`config.mk`:
```
export PLATFORM = sky130hd
export DESIGN_NAME = up_down_counter_mod
export DESIGN_NICKNAME = d
export VERILOG_FILES = /design/src/rtl/up_down_counter_pkg.sv /design/src/rtl/udc_next_val.sv /design/src/rtl/up_down_counter_mod.sv
export SDC_FILE = /design/constraint.sdc
export NUM_CORES = 1
export LEC_CHECK = 0
export BUFFER_PORTS_ARGS = -buffer_cell sky130_fd_sc_hd__buf_2
export CAP_MARGIN = 20
export CELL_PAD_IN_SITES_DETAIL_PLACEMENT = 0
export CELL_PAD_IN_SITES_GLOBAL_PLACEMENT = 1
export CORE_MARGIN = 1
export CORE_UTILIZATION = 25
export DETAILED_ROUTE_END_ITERATION = 7
export GPL_ROUTABILITY_DRIVEN = 0
export PLACE_DENSITY_LB_ADDON = 0.08
export SLEW_MARGIN = 20
export SYNTH_ARGS = -nofsm -noshare
export SYNTH_HDL_FRONTEND = slang
export SYNTH_SLANG_ARGS = --single-unit
```
`constraint.sdc`:
```
create_clock -name clk -period 5.4 [get_ports clk]
set_input_delay 0 -clock clk [delete_from_list [all_inputs] [get_ports clk]]
set_output_delay 0 -clock clk [all_outputs]
set_load 0.01 [all_outputs]
```
`src/rtl/up_down_counter_pkg.sv`:
```
// Shared direction and mode encodings for the up/down counter family.
package up_down_counter_pkg;

    localparam logic UP        = 1'b1;
    localparam logic DOWN      = 1'b0;
    localparam logic MODE_WRAP = 1'b0;
    localparam logic MODE_SAT  = 1'b1;

endpackage

```
`src/rtl/udc_next_val.sv`:
```
// Next-count arithmetic for an in-range count: adds or subtracts the effective
// step inside the range 0..max_val and reports carry/borrow.
module udc_next_val
    import up_down_counter_pkg::*;
#(
    parameter int CNT_WIDTH = 8
) (
    input  logic [CNT_WIDTH-1:0] cnt_i,
    input  logic [CNT_WIDTH:0]   step_i,
    input  logic [CNT_WIDTH:0]   range_i,
    input  logic [CNT_WIDTH-1:0] max_val_i,
    input  logic                 up_down_i,
    input  logic                 sat_mode_i,
    output logic [CNT_WIDTH-1:0] next_o,
    output logic                 carry_o,
    output logic                 borrow_o
);

    logic [CNT_WIDTH:0] cnt_ext;
    logic [CNT_WIDTH:0] max_ext;
    logic [CNT_WIDTH:0] sum;
    logic [CNT_WIDTH:0] wrap_up;
    logic [CNT_WIDTH:0] diff;
    logic [CNT_WIDTH:0] wrap_dn;

    // One extra bit keeps cnt + s and cnt + R - s free of overflow even when
    // max_val is all-ones and R = 2^CNT_WIDTH.
    assign cnt_ext = {1'b0, cnt_i};
    assign max_ext = {1'b0, max_val_i};
    assign sum     = cnt_ext + step_i;
    assign wrap_up = sum - range_i;
    assign diff    = cnt_ext - step_i;
    assign wrap_dn = cnt_ext + range_i - step_i;

    always_comb begin
        next_o   = cnt_i;
        carry_o  = 1'b0;
        borrow_o = 1'b0;
        if (up_down_i == UP) begin
            if (sum > max_ext) begin
                carry_o = 1'b1;
                next_o  = (sat_mode_i == MODE_SAT) ? max_val_i : CNT_WIDTH'(wrap_up);
            end else begin
                next_o = CNT_WIDTH'(sum);
            end
        end else begin
            if (cnt_ext >= step_i) begin
                next_o = CNT_WIDTH'(diff);
            end else begin
                borrow_o = 1'b1;
                next_o   = (sat_mode_i == MODE_SAT) ? '0 : CNT_WIDTH'(wrap_dn);
            end
        end
    end

endmodule

```
`src/rtl/up_down_counter_mod.sv`:
```
// Programmable-modulus up/down counter with variable step, wrap/saturate mode,
// registered carry/borrow pulses and combinational at_max/at_min decode.
module up_down_counter_mod
    import up_down_counter_pkg::*;
#(
    parameter int CNT_WIDTH  = 8,
    parameter int STEP_WIDTH = 4
) (
    input  logic                  clk,
    input  logic                  reset,
    input  logic                  enable,
    input  logic                  load,
    input  logic [CNT_WIDTH-1:0]  counter_in,
    input  logic                  up_down,
    input  logic [STEP_WIDTH-1:0] step,
    input  logic [CNT_WIDTH-1:0]  max_val,
    input  logic                  sat_mode,
    output logic [CNT_WIDTH-1:0]  counter_out,
    output logic                  carry_out,
    output logic                  borrow_out,
    output logic                  at_max,
    output logic                  at_min
);

    logic [CNT_WIDTH-1:0] cnt_q, cnt_d;
    logic                 carry_q, carry_d;
    logic                 borrow_q, borrow_d;

    logic [CNT_WIDTH:0]   range_w;
    logic [CNT_WIDTH:0]   step_ext;
    logic [CNT_WIDTH:0]   step_eff;
    logic [CNT_WIDTH-1:0] next_val;
    logic                 next_carry;
    logic                 next_borrow;

    assign range_w  = {1'b0, max_val} + {{CNT_WIDTH{1'b0}}, 1'b1};
    assign step_ext = {{(CNT_WIDTH + 1 - STEP_WIDTH){1'b0}}, step};
    // A step larger than the range is clamped to R, i.e. a full lap.
    assign step_eff = (step_ext < range_w) ? step_ext : range_w;

    udc_next_val #(
        .CNT_WIDTH (CNT_WIDTH)
    ) u_next_val (
        .cnt_i      (cnt_q),
        .step_i     (step_eff),
        .range_i    (range_w),
        .max_val_i  (max_val),
        .up_down_i  (up_down),
        .sat_mode_i (sat_mode),
        .next_o     (next_val),
        .carry_o    (next_carry),
        .borrow_o   (next_borrow)
    );

    always_comb begin
        cnt_d    = cnt_q;
        carry_d  = 1'b0;
        borrow_d = 1'b0;
        if (load) begin
            cnt_d = (counter_in > max_val) ? max_val : counter_in;
        end else if (enable) begin
            // max_val may have shrunk below the count: snap back into range first.
            if (cnt_q > max_val) begin
                cnt_d = (sat_mode == MODE_SAT) ? max_val : '0;
            end else if (step != '0) begin
                cnt_d    = next_val;
                carry_d  = next_carry;
                borrow_d = next_borrow;
            end
        end
    end

    always_ff @(posedge clk) begin
        if (reset) begin
            cnt_q    <= '0;
            carry_q  <= 1'b0;
            borrow_q <= 1'b0;
        end else begin
            cnt_q    <= cnt_d;
            carry_q  <= carry_d;
            borrow_q <= borrow_d;
        end
    end

    assign counter_out = cnt_q;
    assign carry_out   = carry_q;
    assign borrow_out  = borrow_q;
    assign at_max      = (cnt_q == max_val);
    assign at_min      = (cnt_q == '0);

endmodule
```
==> out/metrics.csv <==
metric,value,unit
met1 GRT Util,28.6,%
FF-to-FF path depth,16,
via-per-instance ratio,5.17,
clock slew seen by the registers of the worst setup and hold paths,0.05,ns
TritonCTS clock tree,built,
Tmin final,5.01,ns
drt drc,0,
Die H,116,um
GR peak layer,met2,
Yosys top cell area share,21.7,%
grt ovf,0,
Final HPWL DP,10.4,mm
switching share of power,51.3,%
Synth Register Bits,10,
vias in the first global route,3196,
drt pass-1 iters,5,
DR WL/cell,19.6,um
"Hold Vio Cnt, Final",0,
critical path class,in -> reg,
Pins Over Slew Limit,0,
met2 usage,31.5,%
Antenna Nets Post-Route,0,
Worst-Skew Late Latency,0.25,ns
"EDFF count, synth",0,
final worst path period share,92.8,%
Final Skew,0.00334,ns
Synth Area per Inst,7.76,um2
largest net degree at the start of global routing,22,
total power,1.16,mW
Netlist Area Pre-Place,3230,um2
layout cell share with drive strength beyond 1,18.2,%
Synth Flop Type,dfxtp_1,
Post-synth ARST share,0,%
hold path cells,2,
CP Max Fanout,8,
max cap viols,0,
Finish-stage setup viols,0,
Fin Hold WS,0.122,ns
Rel. slew slack,60.7,%
met3 Usage GRT,2.56,%
Clk pwr share,12.4,%
post-layout net count,566,
"setup slack, reg-to-reg",1.33,ns
pin slew with the least headroom to its limit,0.588,ns
Die X,116,um
row count,41,
area grow syn2layout,19.5,%
synth warn,0,
CP Capture Type,flop,
overall routed net length,12.7,mm
CP arrival,5.14,ns
Tightest Hold Check Type,in -> reg,
reg2reg start,counter_out[1],
Reg power frac,9.0,%
die footprint,13400,um2
GRT Total Usage,19.6,%
Switching Power,594,uW
clk sinks,10,
peak supply drop,92.6,uV
initial antenna violation count,0,
FMAX,199,MHz
Initial DRC Count,169,
Post-CTS Hold Fix Bufs,0,
status,"finished, final reports clean",
RSZ-0062 raised after global routing,no,
crit path launch type,primary input,
Internal,564,uW
WP data required,5.53,ns
"Seq/Total Area, Yosys",6.20,%
Cells after Synth,416,
Min-Delay Startpoint,reset,
first-pass GRT wire length,19.2,mm
LEAKAGE,1.78,nW
Ports,38,
synth unique cells,70,
CTS Root Buffer Type,clkbuf_16,
ranking of synthesized cells by area,"ha_1 (22%), dfxtp_1 (6.2%), fa_1 (6.2%)",
fraction of power consumed by combinational cells,78.6,%
"area leader, netlist",ha_1,
core box area,12600,um2
CTS Buf Count,3,
CTS max path bufs,2,
pwr/cell area,300,nW/um2
Diodes inserted,0,
Starting Density,25.6,%
I/O Buffers,37,
Util after Layout,30.6,%
via count,3330,
Hold EP,counter_out[5],
reg2reg end,counter_out[3],
# H-tree levels,1,
[cells in the final DEF (no fill, tap or decap), types with 5 or more instances in the layout]
cell type   n
a211o_1     5
a211oi_1    6
a21o_1      7
a21oi_1    19
a221oi_1    6
a31oi_1     5
and3_1      8
buf_2      37
buf_4      20
conb_1     11
dfxtp_1    10
fa_1       10
ha_1       55
inv_1      44
mux2i_1     5
nand2_1    20
nand2b_1    5
nand3_1    11
nand4_1     7
nor2_1     26
nor3_1     12
nor4_1      9
o211ai_1    8
o21ai_0    12
o21ai_1     5
o31ai_1     6
or3_1       5
xnor2_1    19
xor2_1      7
[per-stage QoR]
step	TNS [ns]	cell area, um2	cells	setup WS (ns)
global placement	-0.0360	3710	637	-0.0360
CTS	0	3780	640	0.183
finish	0	3860	644	0.387
floorplan	0	3260	425	0.324
global route	0	3860	644	0.0271
detailed placement	-0.0526	3710	637	-0.0390
[worst max path at each step]
stage	slack, ns	cells after the start	end	from
detailed placement	-0.04	27	counter_out[2]	max_val[0]
CTS	0.18	27	counter_out[2]	max_val[0]
global route	0.03	28	counter_out[3]	max_val[1]
finish	0.39	28	counter_out[3]	max_val[0]
floorplan	0.32	27	counter_out[2]	max_val[0]
global placement	-0.04	27	counter_out[3]	max_val[0]
[per-layer routing]
metal | vias to the layer above | share of wire (%) | routed length, um
li1 | 1649 | - | -
met1 | 1588 | 50 | 6370
met2 | 87 | 44 | 5550
met3 | 6 | 5.1 | 645
met4 | 0 | 0.68 | 86
met5 | - | 0 | 0
[timing repair]
action,4_1_cts,5_1_grt
gates resized for setup,0,9
setup buffers,0,3
endpoints found under the setup margin,0,6
hold endpoints to repair,0,0
[critical path, cell delays in order]
cell      delay (ns)
buf_2           0.11
ha_1            0.32
inv_1           0.06
ha_1            0.26
o21ai_0         0.07
nand2b_1        0.07
maj3_1          0.35
maj3_1          0.37
nand2_2         0.12
nand2_1         0.06
o21ai_0         0.10
ha_1            0.22
inv_1           0.06
fa_1            0.39
nand2b_1        0.17
a21oi_2         0.19
a221o_1         0.21
xnor2_1         0.10
ha_1            0.33
o21a_1          0.12
o21ai_0         0.08
a211oi_2        0.35
a211oi_2        0.06
buf_4           0.19
nor2_1          0.22
o21ai_0         0.14
a221oi_1        0.30
o31ai_1         0.11
[flip-flops by register name (all words and copies together), names as in the netlist]
name / count
counter_out: 8
borrow_out: 1
carry_out: 1
[layout make-up]
class / count / area, um2
clock buffers: 3 / 75.1
repair buffers: 57 / 335
inverters: 47 / 176
multi-input cells: 355 / 2850
flip-flops and latches: 10 / 200
fillers: 1468 / 8760
well taps: 172 / 215
[synth_stat cells (3+ instances only)]
| cell | number |
|---|---|
| nand2_1 | 21 |
| a211oi_1 | 7 |
| o21ai_0 | 14 |
| buf_2 | 5 |
| nor2b_1 | 4 |
| o31ai_1 | 6 |
| o32ai_1 | 3 |
| ha_1 | 56 |
| a22oi_1 | 4 |
| xnor2_1 | 19 |
| o21a_1 | 3 |
| dfxtp_1 | 10 |
| mux2i_1 | 5 |
| a21oi_1 | 20 |
| a221oi_1 | 6 |
| nor3_1 | 12 |
| o21ai_1 | 3 |
| clkbuf_1 | 4 |
| inv_1 | 44 |
| and3_1 | 8 |
| buf_4 | 3 |
| a31oi_1 | 5 |
| a221o_1 | 3 |
| o21bai_1 | 3 |
| a211o_1 | 5 |
| nor4_1 | 9 |
| nand4_1 | 7 |
| or3_1 | 5 |
| nand3_1 | 11 |
| nand2b_1 | 5 |
| a21o_1 | 7 |
| mux2_2 | 4 |
| o211ai_1 | 8 |
| fa_1 | 10 |
| nor2_1 | 26 |
| xor2_1 | 7 |
[power by group through the flow]
| stage | Clock (mW) | Combinational, mW | Sequential, mW |
|---|---|---|---|
| after floorplan | 0 | 0.611 | 0.105 |
| final | 0.144 | 0.910 | 0.105 |
| after detailed placement | 0 | 0.866 | 0.106 |
| after global routing | 0.152 | 1.01 | 0.106 |
| after CTS | 0.148 | 0.873 | 0.105 |
| after global placement | 0 | 0.867 | 0.106 |
[cell families after synthesis]
kind of cell | Yosys count | share of synthesized area, %
adders and majority gates | 68 | 28.5
other | 2 | 0.233
buffers and inverters | 61 | 7.91
muxes | 9 | 2.95
AOI/OAI and AO/OA | 114 | 25.6
xor gates and xnor gates | 27 | 7.56
and+or+nand+nor | 125 | 21.1
DFF | 10 | 6.20
Power figures use the tool's default switching activity.
